--- src/rtl/uart_rx_os16.sv ---
`timescale 1ns/1ps
// uart_rx_os16 -- oversampling UART receiver (8N1-style: start, DataBits LSB-first, stop).
//
// The raw line is brought into the clock domain by a 2-FF synchroniser. Once per
// oversample tick it is shifted into a 3-entry window, and the majority of that
// window is the filtered bit value. A free-running divider produces the ticks. A
// sample counter places every decision at the middle of a bit.
//
// Ports
//   clk_i          in   1         system clock
//   reset_i        in   1         asynchronous, active-high reset
//   uart_rxd_i     in   1         raw serial input, asynchronous to clk_i, idle high
//   data_o         out  DataBits  last good received word, LSB = first bit on the line
//   data_valid_o   out  1         1-cycle strobe: data_o holds a new good word
//   framing_err_o  out  1         1-cycle strobe: stop bit sampled low, word discarded
//   busy_o         out  1         high from start-bit detect until frame end or abort
module uart_rx_os16 #(
  parameter int ClkFreq        = 50_000_000,
  parameter int BaudRate       = 115200,
  parameter int OversampleRate = 16,
  parameter int DataBits       = 8
) (
  input  logic                clk_i,
  input  logic                reset_i,
  input  logic                uart_rxd_i,
  output logic [DataBits-1:0] data_o,
  output logic                data_valid_o,
  output logic                framing_err_o,
  output logic                busy_o
);

  // Rounded divide from the clock to the tick rate, never below 1.
  localparam int DivRaw = (ClkFreq + (BaudRate * OversampleRate) / 2) / (BaudRate * OversampleRate);
  localparam int Div    = (DivRaw < 1) ? 1 : DivRaw;
  localparam int DivW   = (Div > 1) ? $clog2(Div) : 1;
  localparam int SW     = $clog2(OversampleRate);
  localparam int BitW   = $clog2(DataBits);

  localparam logic [DivW-1:0] DivLast = DivW'(Div - 1);
  localparam logic [SW-1:0]   SLast   = SW'(OversampleRate - 1);
  localparam logic [SW-1:0]   Mid     = SW'(OversampleRate / 2 - 1);
  localparam logic [BitW-1:0] BitLast = BitW'(DataBits - 1);

  typedef enum logic [2:0] {
    S_IDLE,
    S_START,
    S_DATA,
    S_STOP,
    S_WAIT_HIGH
  } state_t;

  state_t                state_q, state_d;
  logic [DivW-1:0]       div_q, div_d;
  logic [SW-1:0]         s_q, s_d;
  logic [BitW-1:0]       bit_q, bit_d;
  logic [DataBits-1:0]   shreg_q, shreg_d;
  logic [DataBits-1:0]   data_q, data_d;
  logic                  valid_q, valid_d;
  logic                  ferr_q, ferr_d;
  logic                  sync1_q, sync1_d;
  logic                  sync2_q, sync2_d;
  logic [2:0]            samp_q, samp_d;
  logic                  tick;
  logic                  maj;
  logic [SW-1:0]         s_inc;

  function automatic logic majority3(input logic [2:0] v);
    return (v[0] & v[1]) | (v[0] & v[2]) | (v[1] & v[2]);
  endfunction

  always_comb begin
    sync1_d = uart_rxd_i;
    sync2_d = sync1_q;

    tick  = (div_q == DivLast);
    div_d = tick ? '0 : div_q + 1'b1;

    // The window includes the sample taken on this tick, so a decision made
    // on a tick reflects the three most recent samples, the newest included.
    samp_d = samp_q;
    if (tick) begin
      samp_d = {samp_q[1:0], sync2_q};
    end
    maj = majority3(samp_d);

    s_inc = (s_q == SLast) ? '0 : s_q + 1'b1;

    state_d = state_q;
    s_d     = s_q;
    bit_d   = bit_q;
    shreg_d = shreg_q;
    data_d  = data_q;
    valid_d = 1'b0;
    ferr_d  = 1'b0;

    if (tick) begin
      case (state_q)
        S_IDLE: begin
          if (!sync2_q) begin
            state_d = S_START;
            s_d     = '0;
          end
        end
        S_START: begin
          s_d = s_inc;
          // Mid-start re-check rejects short glitches that tripped the detector.
          if (s_q == Mid) begin
            if (maj) begin
              state_d = S_IDLE;
            end else begin
              state_d = S_DATA;
              bit_d   = '0;
            end
          end
        end
        S_DATA: begin
          s_d = s_inc;
          if (s_q == Mid) begin
            shreg_d = {maj, shreg_q[DataBits-1:1]};
            if (bit_q == BitLast) begin
              state_d = S_STOP;
            end else begin
              bit_d = bit_q + 1'b1;
            end
          end
        end
        S_STOP: begin
          s_d = s_inc;
          // Leave at mid-stop so a start bit that immediately follows is caught.
          if (s_q == Mid) begin
            if (maj) begin
              data_d  = shreg_q;
              valid_d = 1'b1;
              state_d = S_IDLE;
            end else begin
              ferr_d  = 1'b1;
              state_d = S_WAIT_HIGH;
            end
          end
        end
        S_WAIT_HIGH: begin
          if (maj) begin
            state_d = S_IDLE;
          end
        end
        default: state_d = S_IDLE;
      endcase
    end
  end

  always_ff @(posedge clk_i or posedge reset_i) begin
    if (reset_i) begin
      state_q <= S_IDLE;
      div_q   <= '0;
      s_q     <= '0;
      bit_q   <= '0;
      shreg_q <= '0;
      data_q  <= '0;
      valid_q <= 1'b0;
      ferr_q  <= 1'b0;
      sync1_q <= 1'b1;
      sync2_q <= 1'b1;
      samp_q  <= 3'b111;
    end else begin
      state_q <= state_d;
      div_q   <= div_d;
      s_q     <= s_d;
      bit_q   <= bit_d;
      shreg_q <= shreg_d;
      data_q  <= data_d;
      valid_q <= valid_d;
      ferr_q  <= ferr_d;
      sync1_q <= sync1_d;
      sync2_q <= sync2_d;
      samp_q  <= samp_d;
    end
  end

  assign data_o        = data_q;
  assign data_valid_o  = valid_q;
  assign framing_err_o = ferr_q;
  assign busy_o        = (state_q != S_IDLE);

endmodule

--- config.mk ---
export PLATFORM = sky130hd
export DESIGN_NAME = uart_rx_os16
export DESIGN_NICKNAME = d
export VERILOG_FILES = /design/src/rtl/uart_rx_os16.sv
export SDC_FILE = /design/constraint.sdc
export NUM_CORES = 1
export LEC_CHECK = 0
export ABC_AREA = 1
export BUFFER_PORTS_ARGS = -buffer_cell sky130_fd_sc_hd__buf_4
export CORE_MARGIN = 1.5
export CORE_UTILIZATION = 45
export CTS_CLUSTER_SIZE = 8
export DETAILED_ROUTE_END_ITERATION = 10
export PLACE_DENSITY = 0.66
export SYNTH_ARGS = -nofsm -noshare
export SYNTH_HDL_FRONTEND = slang
export SYNTH_SLANG_ARGS = --single-unit
--- constraint.sdc ---
create_clock -name clk_i -period 3 [get_ports clk_i]
set_input_delay 0.15 -clock clk_i [delete_from_list [all_inputs] [get_ports clk_i]]
set_output_delay 0.15 -clock clk_i [all_outputs]
set_load 0.03 [all_outputs]
==> run_results.csv <==
group,metric,value,unit
routing,dr.pass1.iters,4,
sta,slew_headroom,0.6672,
clocking,clkTransAtPathRegs,0.07,ns
clocking,cts-root-buf,"clkbuf_8",
logic_synthesis,yosysUniqueCellTypes,26,
sta,hold_viol_final,0,
logic_synthesis,synth_seq_cells,38,
logic_synthesis,ys_warn_count,0,
worst_setup_path,path_class,"reg -> reg",
sta,fin_crit_sh,0.5944,
clocking,clock_path_buffers,2,
clocking,htreeDepth,2,
worst_setup_path,worst_r2r_endpoint,"shreg_q[3]",
clocking,clk_latency,0.29,ns
worst_setup_path,r2r_cells,9,
logic_synthesis,syn-num-nets,206,
sta,fmax,560.8,MHz
sta,tightest_slew,0.4978,ns
placement,hpwl,2.035,mm
logic_synthesis,yosys-top-cells-area,"dfrtp_1 47%, nand2_1 11%, dfstp_2 7.5%",
sta,slew_viol_final,0,
placement,port_buffers,13,
worst_setup_path,cp.required,3.16,ns
worst_setup_path,start_kind,"flop",
worst_setup_path,cpMostUsedCell,"inv_1",
floorplanning,dieArea,4284,µm²
floorplanning,die-width,65.46,µm
worst_setup_path,slowest_delay,0.41,ns
floorplanning,die_h,65.46,µm
routing,routedWlPerCell,10.50,µm
worst_setup_path,cp_cell_sequence,"inv_1 -> ha_1 -> nand2_1 -> inv_1 -> nand2_4 -> clkinv_2 -> nand3_1 -> nor2_1 -> a21oi_1",
worst_setup_path,crit_fanout,16,
routing,vias,1226,
outcome,status,"finished, final reports clean",
final_layout,syn_to_final_growth,15.04,%
worst_setup_path,reg2reg_from,"div_q[0]",
routing,drt_iter0_markers,80,
clocking,cts_num_sinks,38,
logic_synthesis,synth_top_area_cell,"dfrtp_1",
worst_hold_path,hold_path_end,"sync2_q",
logic_synthesis,synth_common_cells,"53 x nand2_1, 33 x dfrtp_1, 25 x inv_1",
clocking,tritoncts,"yes",
worst_setup_path,cp-end-kind,"flop",
sta,setup_tns,0,ns
worst_hold_path,hold_depth,0,
global_route,grt_usage,0.1630,
final_layout,final_cell_count_no_fill,268,
logic_synthesis,synth.avg_cell_area,8.866,µm²
job,cap_violations,0,
power_and_ir_drop,power_density,449.5,nW/µm²
logic_synthesis,syn_inst,198,
logic_synthesis,yosysMostFrequentCell,"nand2_1",
final_layout,final_util,0.5434,
sta,fin_crit,1.783,ns
routing,viasPerCell,4.575,
clocking,cts_buffers,5,
logic_synthesis,syn_area,1755,µm²
sta,setup_violations,0,
logic_synthesis,synth_top_cell_area_share,0.4704,
worst_setup_path,cp.arrival,1.94,ns
logic_synthesis,async_flop_share,1.000,
worst_hold_path,min_from,"sync1_q",
routing,ant_nets,0,
floorplanning,num_rows,22,
sta,fin_skew,0.004363,ns
placement,dp.cells,258,
logic_synthesis,yosysSeqAreaShare,0.5453,
power_and_ir_drop,leakage,1.012,nW
sta,rsz0062_at_grt,"no",
routing,routed_wl,2.813,mm
final_layout,fin_nets,227,
worst_setup_path,r2r_slack,1.22,ns
power_and_ir_drop,max-vdd-ir-drop,0.1965,mV
floorplanning,io_pins,14,
placement,gp_congestion,0.8273,
global_route,antenna_found_initial,0,
worst_setup_path,slowest_stage,"dfrtp_1",
global_route,grt_overflow,0,
final_layout,layout-drive-gt1-share,0.2227,
logic_synthesis,ys.flop_type,"dfrtp_1",
global_route,grt_max_degree,39,
sta,hold_slack,0.3554,ns
global_route,grt_pass1_vias,1189,
final_layout,n_antenna_cell,0,
floorplanning,core_area,3716,µm²
floorplanning,initial_core_util,0.4724,
worst_hold_path,hp-class,"reg -> reg",
routing,drcViolationCount,0,
logic_synthesis,synth_edf_count,0,
global_route,grt_pass1_wl,5.112,mm
power_and_ir_drop,power,907.7,µW
## cells by family after synthesis
family,share of synthesized area
fa+ha+maj,0.03564
simple gates,0.2402
buf+inv,0.07626
compound gates,0.09266
flops,0.5453
xor+xnor,0.009980
## sequential cells by signal, indices dropped and copies added (netlist names), 3 cells and up
register and flops:
samp_q 3, shreg_q 8, div_q 5, state_q 3, data_o 8, bit_q 3
s_q 4
## per-layer routing
metal	part of all wire	vias up	routed length, µm	track usage
li1	-	655	-	-
met1	0.52	550	1458	0.2069
met2	0.42	16	1175	0.2411
met3	0.035	5	98	0.05137
met4	0.028	0	80	0.1016
met5	0	-	0	0
## how the worst max path moves through the flow
stage,from,to,cells past startpoint
2_1_floorplan,div_q[0],data_o[1],12
3_3_place_gp,div_q[0],shreg_q[5],9
5_1_grt,div_q[0],shreg_q[1],9
6_report,div_q[0],shreg_q[3],9
4_1_cts,div_q[0],shreg_q[3],9
3_5_place_dp,div_q[0],shreg_q[3],9
## power by group
part / switching, mW / internal [mW] / leakage, nW
logic: 0.0196 / 0.00833 / 0.469
registers: 0.00121 / 0.516 / 0.496
clock network: 0.178 / 0.185 / 0.0472
## repair_timing
item	4_1_cts	5_1_grt
buffers inserted	0	0
hold buffers	2	0
resized for setup	0	0
hold endpoints to repair	34	0
## stage by stage
stage               cell area [µm²]  setup WS [ns]
floorplan                      1755          1.416
global placement               1904          1.241
detailed placement             1904          1.215
CTS                            2019          1.195
global route                   2019          1.013
finish                         2019          1.217
## placed cells by master (no fill, tap or decap), types with 6 or more instances in the layout
cell and n:
o21ai_0 9, nand3_1 12, buf_4 14, o21ai_2 7, nand2_1 53, a21oi_1 6, dfrtp_1 33, clkbuf_8 6
inv_1 25, nor2_1 17
## cell type report
type,instances,area [µm²]
flip-flops and latches,38,957.2
fillers,366,1697
repair buffers,16,125.1
inverters,31,117.6
clock inverters,2,12.51
well taps,48,60.06
multi-input cells,127,664.4
clock buffers,6,82.58
## critical path: cells and delay by family (launching register included)
| family | cells | cell delay (ns) |
|---|---|---|
| and+or+nand+nor | 4 | 0.75 |
| DFF | 1 | 0.41 |
| buffers and inverters | 3 | 0.30 |
| adders and majority gates | 1 | 0.14 |
| AOI/OAI and AO/OA | 1 | 0.06 |
Power figures use the tool's default switching activity.
